### config.mk
export PLATFORM = sky130hd
export DESIGN_NAME = register_sequencer
export DESIGN_NICKNAME = d
export VERILOG_FILES = /design/src/rtl/register_seq_pkg.sv /design/src/rtl/register_sequencer.sv
export SDC_FILE = /design/constraint.sdc
export NUM_CORES = 1
export LEC_CHECK = 0
export CORE_ASPECT_RATIO = 1.75
export CORE_MARGIN = 10
export CORE_UTILIZATION = 35
export DETAILED_ROUTE_END_ITERATION = 8
export PLACE_DENSITY = 0.67
export RECOVER_POWER = 100
export SYNTH_ARGS = -nofsm -noshare
export SYNTH_HDL_FRONTEND = slang
export SYNTH_SLANG_ARGS = --single-unit
### constraint.sdc
create_clock -name clk -period 1.7 [get_ports clk]
set_input_delay 0.255 -clock clk [delete_from_list [all_inputs] [get_ports clk]]
set_output_delay 0.255 -clock clk [all_outputs]
set_load 0.005 [all_outputs]
### src/rtl/register_seq_pkg.sv
// Shared definitions for the register sequencer: opcodes, FSM states,
// failure codes and the instruction word layout used by register_memory
// and the instruction-to-memory script.
package register_seq_pkg;

    typedef enum logic [7:0] {
        OP_NOP   = 8'h00,
        OP_WRITE = 8'h01,
        OP_READ  = 8'h02,
        OP_END   = 8'hFF
    } opcode_e;

    typedef enum logic [2:0] {
        IDLE,
        FETCH,
        CAPTURE,
        ISSUE,
        ADVANCE,
        FINISH,
        FAIL
    } state_e;

    localparam logic [3:0] ERR_NONE    = 4'h0;
    localparam logic [3:0] ERR_MEM     = 4'h1;
    localparam logic [3:0] ERR_OVERRUN = 4'h2;
    localparam logic [3:0] ERR_OPCODE  = 4'h3;

    // Opcode is kept as raw bits so illegal values survive the unpacking
    // and can be reported instead of being coerced into an enum member.
    typedef struct packed {
        logic [7:0] opcode;
        logic [7:0] dev_reg;
        logic [7:0] reserved;
        logic [7:0] data;
    } instr_t;

endpackage

### src/rtl/register_sequencer.sv
// Walks register memory from address 0, decodes each instruction word and
// forwards write/read commands to the accelerometer bus controller over a
// valid/ready handshake. Stops on END, a memory error or address overrun.
//
//   state   | meaning
//   --------+-----------------------------------------------------------
//   IDLE    | waiting for start; busy low
//   FETCH   | reg_addr = pc presented to memory
//   CAPTURE | memory word and status valid; decode and branch
//   ISSUE   | command held on cmd_* until cmd_ready
//   ADVANCE | step pc, or flag overrun at the last address
//   FINISH  | done pulse, clean end
//   FAIL    | done pulse, err/err_code/err_addr reporting the failure
module register_sequencer
    import register_seq_pkg::*;
#(
    parameter  int MEMORY_SIZE = 255,
    localparam int ADDR_W      = $clog2(MEMORY_SIZE + 1)
) (
    input  logic              clk,
    input  logic              reset,
    input  logic              start,
    output logic [ADDR_W-1:0] reg_addr,
    input  logic [31:0]       reg_data,
    input  logic [3:0]        error_code,
    output logic              cmd_valid,
    input  logic              cmd_ready,
    output logic              cmd_write,
    output logic [7:0]        cmd_reg,
    output logic [7:0]        cmd_data,
    output logic              busy,
    output logic              done,
    output logic              err,
    output logic [3:0]        err_code,
    output logic [ADDR_W-1:0] err_addr
);

    localparam logic [ADDR_W-1:0] LAST_ADDR = ADDR_W'(MEMORY_SIZE);

    state_e            state;
    logic [ADDR_W-1:0] pc;
    instr_t            word;
    logic [7:0]        unused_reserved;

    // The memory word is decoded directly in CAPTURE; the reserved byte is ignored.
    assign word            = instr_t'(reg_data);
    assign unused_reserved = word.reserved;

    // pc is held through FETCH and CAPTURE, so it drives the memory address directly.
    assign reg_addr = pc;

    // Sequencer FSM with registered outputs; done/err reporting is set on the
    // transition into FINISH/FAIL so it is valid during the done pulse.
    always_ff @(posedge clk) begin
        if (!reset) begin
            state     <= IDLE;
            pc        <= '0;
            cmd_valid <= 1'b0;
            cmd_write <= 1'b0;
            cmd_reg   <= 8'h00;
            cmd_data  <= 8'h00;
            busy      <= 1'b0;
            done      <= 1'b0;
            err       <= 1'b0;
            err_code  <= ERR_NONE;
            err_addr  <= '0;
        end else begin
            done <= 1'b0;
            case (state)
                IDLE: begin
                    if (start) begin
                        pc       <= '0;
                        err      <= 1'b0;
                        err_code <= ERR_NONE;
                        busy     <= 1'b1;
                        state    <= FETCH;
                    end
                end

                FETCH: begin
                    state <= CAPTURE;
                end

                CAPTURE: begin
                    if (error_code != ERR_NONE) begin
                        err_code <= error_code;
                        err      <= 1'b1;
                        err_addr <= pc;
                        done     <= 1'b1;
                        busy     <= 1'b0;
                        state    <= FAIL;
                    end else begin
                        case (word.opcode)
                            OP_NOP: begin
                                state <= ADVANCE;
                            end
                            OP_WRITE, OP_READ: begin
                                cmd_write <= (word.opcode == OP_WRITE);
                                cmd_reg   <= word.dev_reg;
                                cmd_data  <= (word.opcode == OP_WRITE) ? word.data : 8'h00;
                                cmd_valid <= 1'b1;
                                state     <= ISSUE;
                            end
                            OP_END: begin
                                done  <= 1'b1;
                                busy  <= 1'b0;
                                state <= FINISH;
                            end
                            default: begin
                                err_code <= ERR_OPCODE;
                                err      <= 1'b1;
                                err_addr <= pc;
                                done     <= 1'b1;
                                busy     <= 1'b0;
                                state    <= FAIL;
                            end
                        endcase
                    end
                end

                ISSUE: begin
                    if (cmd_ready) begin
                        cmd_valid <= 1'b0;
                        state     <= ADVANCE;
                    end
                end

                ADVANCE: begin
                    if (pc == LAST_ADDR) begin
                        err_code <= ERR_OVERRUN;
                        err      <= 1'b1;
                        err_addr <= pc;
                        done     <= 1'b1;
                        busy     <= 1'b0;
                        state    <= FAIL;
                    end else begin
                        pc    <= pc + ADDR_W'(1);
                        state <= FETCH;
                    end
                end

                FINISH: begin
                    state <= IDLE;
                end

                FAIL: begin
                    state <= IDLE;
                end

                default: begin
                    state <= IDLE;
                end
            endcase
        end
    end

endmodule

* Word-level counts from Yosys, hierarchy flattened
Cells that the tools add are included.
** Storage, ports and cells
- Flip-flop bits (word level) :: 44
- Input bits :: 40
- Output and inout port bits :: 41
- Logic and storage cells :: 83
** Cells by class
- Add/subtract/negate cells :: 1
- Equal/unequal tests :: 16
- Mux-type cells :: 37
- Bitwise logic cells :: 1
- Reductions and logical operators :: 17
** Operator list (count)
- two-way mux 8 bit :: 6
- case mux 8 bit (2 select lines) :: 2
- == test 8 bit, second input constant :: 2
- two-way mux 4 bit :: 4
- case mux 3 bit (5 select lines) :: 1
- two-way mux 1 bit :: 14
- two-way mux 3 bit :: 4
- != test 2 bit, second input constant :: 6
- case mux 4 bit (3 select lines) :: 1
- AND reduction 4 bit :: 3
- case mux 3 bit (3 select lines) :: 1
- AND reduction 3 bit :: 3
- adder 8 x 1 -> 8 bit, second input constant :: 1
- == test 8 x 1 -> 1 bit, second input constant :: 1
- == test 8 x 2 -> 1 bit, second input constant :: 1
- zero test 8 bit :: 1
- == test 3 x 2 -> 1 bit, second input constant :: 2
- != test 3 bit, second input constant :: 2
- case mux 1 bit (3 select lines) :: 2
- nonzero test 2 bit :: 3
- case mux 1 bit (2 select lines) :: 2
- nonzero test 4 bit :: 1
- OR reduction 4 bit :: 1
- == test 3 x 1 -> 1 bit, second input constant :: 1
- 7 further kinds :: 7

* Logic depth before layout (Yosys ltp)
Gate-level depths: netlist of the first run.
- Depth after elaboration :: 5
- Depth in mapped cells :: 7
- Depth with buffers taken out :: 6

* Least setup slack after synthesis of the first run
OpenSTA, ideal clock, no wires.
- Path type :: input port to flip-flop
- Start :: input reg_data[27]
- End :: register state[2]
- Setup time :: 115 ps
- Arrival :: 1661 ps
- Required time :: 1585 ps
- Slack :: -76 ps
- Stages on the path :: 6
- Path buffers :: 1
- Path through :: or4_4 > a2111oi_4 > o21a_4 > nor3_2 > buf_6 > o21ba_2
** On the way
- Word-level cells in the longest chain between the ends :: 5
- Elaborated cells on any way between the ends :: 8
- Those cells by class :: 3 x eq/ne; 3 x mux; 2 x reduce/logical
** Ends and longest elaborated chain
- start, declared :: RTL line register_sequencer.sv:24 : input logic [31:0] reg_data,
- == test 8 x 1 -> 1 bit or == test 8 x 2 -> 1 bit (tied branches) :: RTL line register_sequencer.sv:93 : case (word.opcode)
- OR reduction 2 bit :: RTL line register_sequencer.sv:93
- case mux 3 bit (3 select lines) * :: RTL line register_sequencer.sv:93
- two-way mux 3 bit * :: RTL line register_sequencer.sv:85 : if (error_code != ERR_NONE) begin
- case mux 3 bit (5 select lines) * :: RTL line register_sequencer.sv:69 : case (state)
- end signal, assigned :: RTL line register_sequencer.sv:76 : state <= FETCH;
- end signal, assigned :: RTL line register_sequencer.sv:91 : state <= FAIL;
- end signal, assigned :: RTL line register_sequencer.sv:95 : state <= ADVANCE;
- end, declared :: RTL line register_sequencer.sv:40 : state_e state;
Mark *: on every way between the ends. The rest lies on a longest branch, timed or not.
A chain may end at the register's enable or synchronous reset.

* Worst setup path after layout of the first run
- Start :: input reg_data[29]
- End :: register state[1]
The elaborated chain is that of the path after synthesis.

==> out/results.tsv, run 1 <==
metric	value	unit
result of the run	finished clean	
critical path's largest stage delay	0.57	ns
number of DRC markers after the initial detailed-route iteration	85	
sequential-to-total area share from yosys stat	42.8	%
slack of the critical path	0.0485	ns
area grow syn2layout	61.6	%
FF-to-FF End	err_addr[5]	
worst path buffer plus inverter count	2	
antenna diode count	0	
hold buffer count at CTS	0	
filler cell count in the final layout	519	
maximum buffer depth of the clock tree	2	
stages on the worst setup path	7	
yosys synthesis warning count	0	
fraction of final layout cells sized beyond drive strength 1	20.8	%
Worst R2R Setup Slack	0.09	ns
launch instance of the worst register-to-register path	reg_addr[0]	
power density of the placed cells	711	nW/µm²
via count of the first global-routing pass	2154	
ys async rst share	0	%
GP Congestion	0.835	
number of remaining DRC errors	0	
clock tree root driver cell	sky130_fd_sc_hd__clkbuf_8	
Max Transition Viols Final	0	
portion of total power attributed to the clock network	36.0	%
Flop pwr share	45.7	%
largest area contributor in the synthesized netlist	sky130_fd_sc_hd__dfxtp_1	
WL final	6230	µm
min-delay worst type	reg -> reg	
#FFs+latches synth	44	
peak ir drop on the vdd network	0.000454	V
maximum number of pins on one net before global-route repair	18	
GRT overflow	0	
critical path cell sequence	buf_6 > or4_4 > nor4_4 > buf_4 > a31oi_1 > or3b_1 > o41ai_2	
area of all sequential standard cells	882	µm²
net switching fraction of the power	24.9	%
unrepaired setup endpoints after global routing	true	
share of the clock period used by the worst path	97.1	%
level count of the clock H-tree	2	
Worst EP required	1.90	ns
cell types with the largest area share after synthesis	sky130_fd_sc_hd__dfxtp_1 (43%), sky130_fd_sc_hd__mux2i_1 (8.3%), sky130_fd_sc_hd__nor2b_1 (7.0%)	
family with the most delay on the worst path	simple AND/OR/NAND/NOR gates	
maximum fanout encountered on the critical timing path	4	
vias per std cell	4.93	
Critical Path Slowest Stage Cell	sky130_fd_sc_hd__or4_4	
clock latency reported for the late side of the worst-skew pair	0.30	ns
category of the most critical setup path	in -> reg	
max-cap check violation count	0	
area of the core region	5630	µm²
overall via count from detail_route	2010	
Arrival @ worst endpoint	1.86	ns
number of cells traversed by the worst register-to-register path	6	
Starting Density	36.5	%
I/O pin cnt	81	
worst setup path startpoint	reg_data[29]	
Setup Skew	0.00816	ns
total standard cell area after synthesis	2060	µm²
final core area utilization	59.0	%
internal power consumption	1.78	mW
global-route wire length before repair	10500	µm
number of enable flip-flop cells after synthesis	0	
TritonCTS clock tree	built	
Placement Rows	36	
commonest non-fill, non-tap cell in the layout	sky130_fd_sc_hd__dfxtp_1	
routed wire length per instance	15.3	µm
Die Outline Area	9460	µm²
Final min period	1.65	ns
Setup crit start kind	input pin	
clock slew at reported path FFs	0.09	ns
share of the synthesized area in the top cell type	42.8	%
number of nets produced by synthesis	263	
logic gate share of total power	18.4	%
die boundary height	121	µm
worst slew margin relative to its limit	66.7	%
Setup crit end kind	flip-flop	
total chip power	2.37	mW
end point of the critical path	state[1]	
endpoints failing setup	0	
remaining number of nets flagged by the antenna check after routing	0	
Hold Vio Cnt, Final	0	
GRT Total Usage	13.5	%
pin slew with the least headroom to its limit	0.496	ns
average cell area after synthesis	9.27	µm²
width of the die	78.0	µm
commonest register cell after synthesis	sky130_fd_sc_hd__dfxtp_1	
count of nets after finishing	372	
multi-input combinational cell area	1180	µm²
net switching power	0.588	mW
static leakage	1.40	nW
Port Buffers	72	
antenna violations before repair	0	
maximum clock frequency	0.606	GHz
DP HPWL	4830	µm
Yosys cell types	44	
length of the first detailed-routing pass in iterations	4	
Sinks on Clock Net	44	
worst-case setup slack after placement	-0.613	ns
clock buffer count from CTS	5	
number of instances in the synthesized netlist	222	
leading cell types in the layout, fill and taps excluded	sky130_fd_sc_hd__dfxtp_1 (43), sky130_fd_sc_hd__dlygate4sd3_1 (36), sky130_fd_sc_hd__buf_4 (36)	
==> layer usage <==
metal / up-vias / routed length (µm) / GRT usage (%) / part of all wire, %
li1: 1006 / - / - / -
met1: 948 / 2290 / 13.1 / 37
met2: 48 / 3480 / 25.5 / 56
met3: 8 / 321 / 3.71 / 5.2
met4: 0 / 143 / 5.86 / 2.3
met5: - / 0 / 0 / 0
==> power by group through the flow <==
stage	Clock [mW]	Sequential, mW	Combinational, mW
finish	0.850	1.08	0.435
global route	0.903	1.08	0.477
CTS	0.869	1.08	0.432
detailed placement	0	1.10	0.423
global placement	0	1.10	0.420
floorplan	0	1.10	0.189
==> layout make-up <==
class                           count  area share [%]
Timing Repair Buffer              113            31.2
Multi-Input combinational cell    165            35.6
Clock buffer                        6            2.48
Clock inverter                      2            1.17
Inverter                            2           0.226
Sequential cell                    44            26.5
Tap cell                           76            2.86
==> tightest hold or removal path, delay by kind of cell (launching register included) <==
kind,cells,cell delay (ns)
flip-flops,1,0.31
AND/OR/NAND/NOR,1,0.05
multiplexers,1,0.05
==> cells by family (layout without fill, tap and decap cells) <==
group | after synthesis | after routing | share of synthesized area, %
AOI/OAI and AO/OA | 44 | 44 | 16.1
xor gates and xnor gates | 5 | 5 | 2.13
adders and majority gates | 1 | 1 | 0.608
buffers and inverters | 14 | 123 | 3.47
DFF | 44 | 44 | 42.8
muxes | 17 | 17 | 8.27
and+or+nand+nor | 97 | 98 | 26.6
==> synthesized netlist by cell type (2+ instances only) <==
cell type / n
sky130_fd_sc_hd__or3_1: 2
sky130_fd_sc_hd__o21a_1: 2
sky130_fd_sc_hd__buf_6: 2
sky130_fd_sc_hd__nor3_1: 2
sky130_fd_sc_hd__nand2_1: 29
sky130_fd_sc_hd__nand3_1: 6
sky130_fd_sc_hd__a21boi_0: 5
sky130_fd_sc_hd__a21oi_1: 7
sky130_fd_sc_hd__and3_1: 3
sky130_fd_sc_hd__o31a_1: 2
sky130_fd_sc_hd__xnor2_1: 4
sky130_fd_sc_hd__nand2b_1: 2
sky130_fd_sc_hd__nor4b_1: 2
sky130_fd_sc_hd__nor2b_1: 23
sky130_fd_sc_hd__o21ba_2: 2
sky130_fd_sc_hd__nor4_1: 3
sky130_fd_sc_hd__o21ai_0: 9
sky130_fd_sc_hd__and4_1: 2
sky130_fd_sc_hd__nand4_1: 6
sky130_fd_sc_hd__nor2_1: 10
sky130_fd_sc_hd__a22oi_1: 8
sky130_fd_sc_hd__inv_1: 2
sky130_fd_sc_hd__dfxtp_1: 44
sky130_fd_sc_hd__mux2i_1: 17
sky130_fd_sc_hd__buf_2: 3
sky130_fd_sc_hd__clkbuf_1: 7
==> worst min-delay path by stage <==
stage | start | endpoint | cells after the start
after floorplan | error_code[2] | err_code[2] | 2
after global placement | err_addr[0] | err_addr[0] | 2
after detailed placement | err | err | 1
after CTS | err_addr[0] | err_addr[0] | 2
after global routing | err_addr[1] | err_addr[1] | 2
final | err_addr[0] | err_addr[0] | 2
==> timing repair <==
action / CTS / global route
resized for setup: 20 / 18
setup endpoints to repair: 38 / 36
cloned: 1 / 0
pin swaps: 5 / 7
setup buffers: 1 / 1
==> stage by stage <==
step / setup TNS, ns / hold slack (ns) / area, µm² / cells
6_report: 0 / 0.460 / 3320 / 408
5_1_grt: -0.0766 / 0.491 / 3320 / 408
4_1_cts: -0.00728 / 0.471 / 3250 / 407
3_5_place_dp: -18.70 / 0.454 / 3100 / 397
3_3_place_gp: -17.72 / 0.443 / 3100 / 397
2_1_floorplan: -0.735 / 0.400 / 2060 / 222
Power figures use the tool's default switching activity.
==> run 2, diff against run 1 <==
GPL_TIMING_DRIVEN = 1   (was not set)
==> results of run 2 <==
No change in the layout: final DEF, timing and power equal those of run 1.
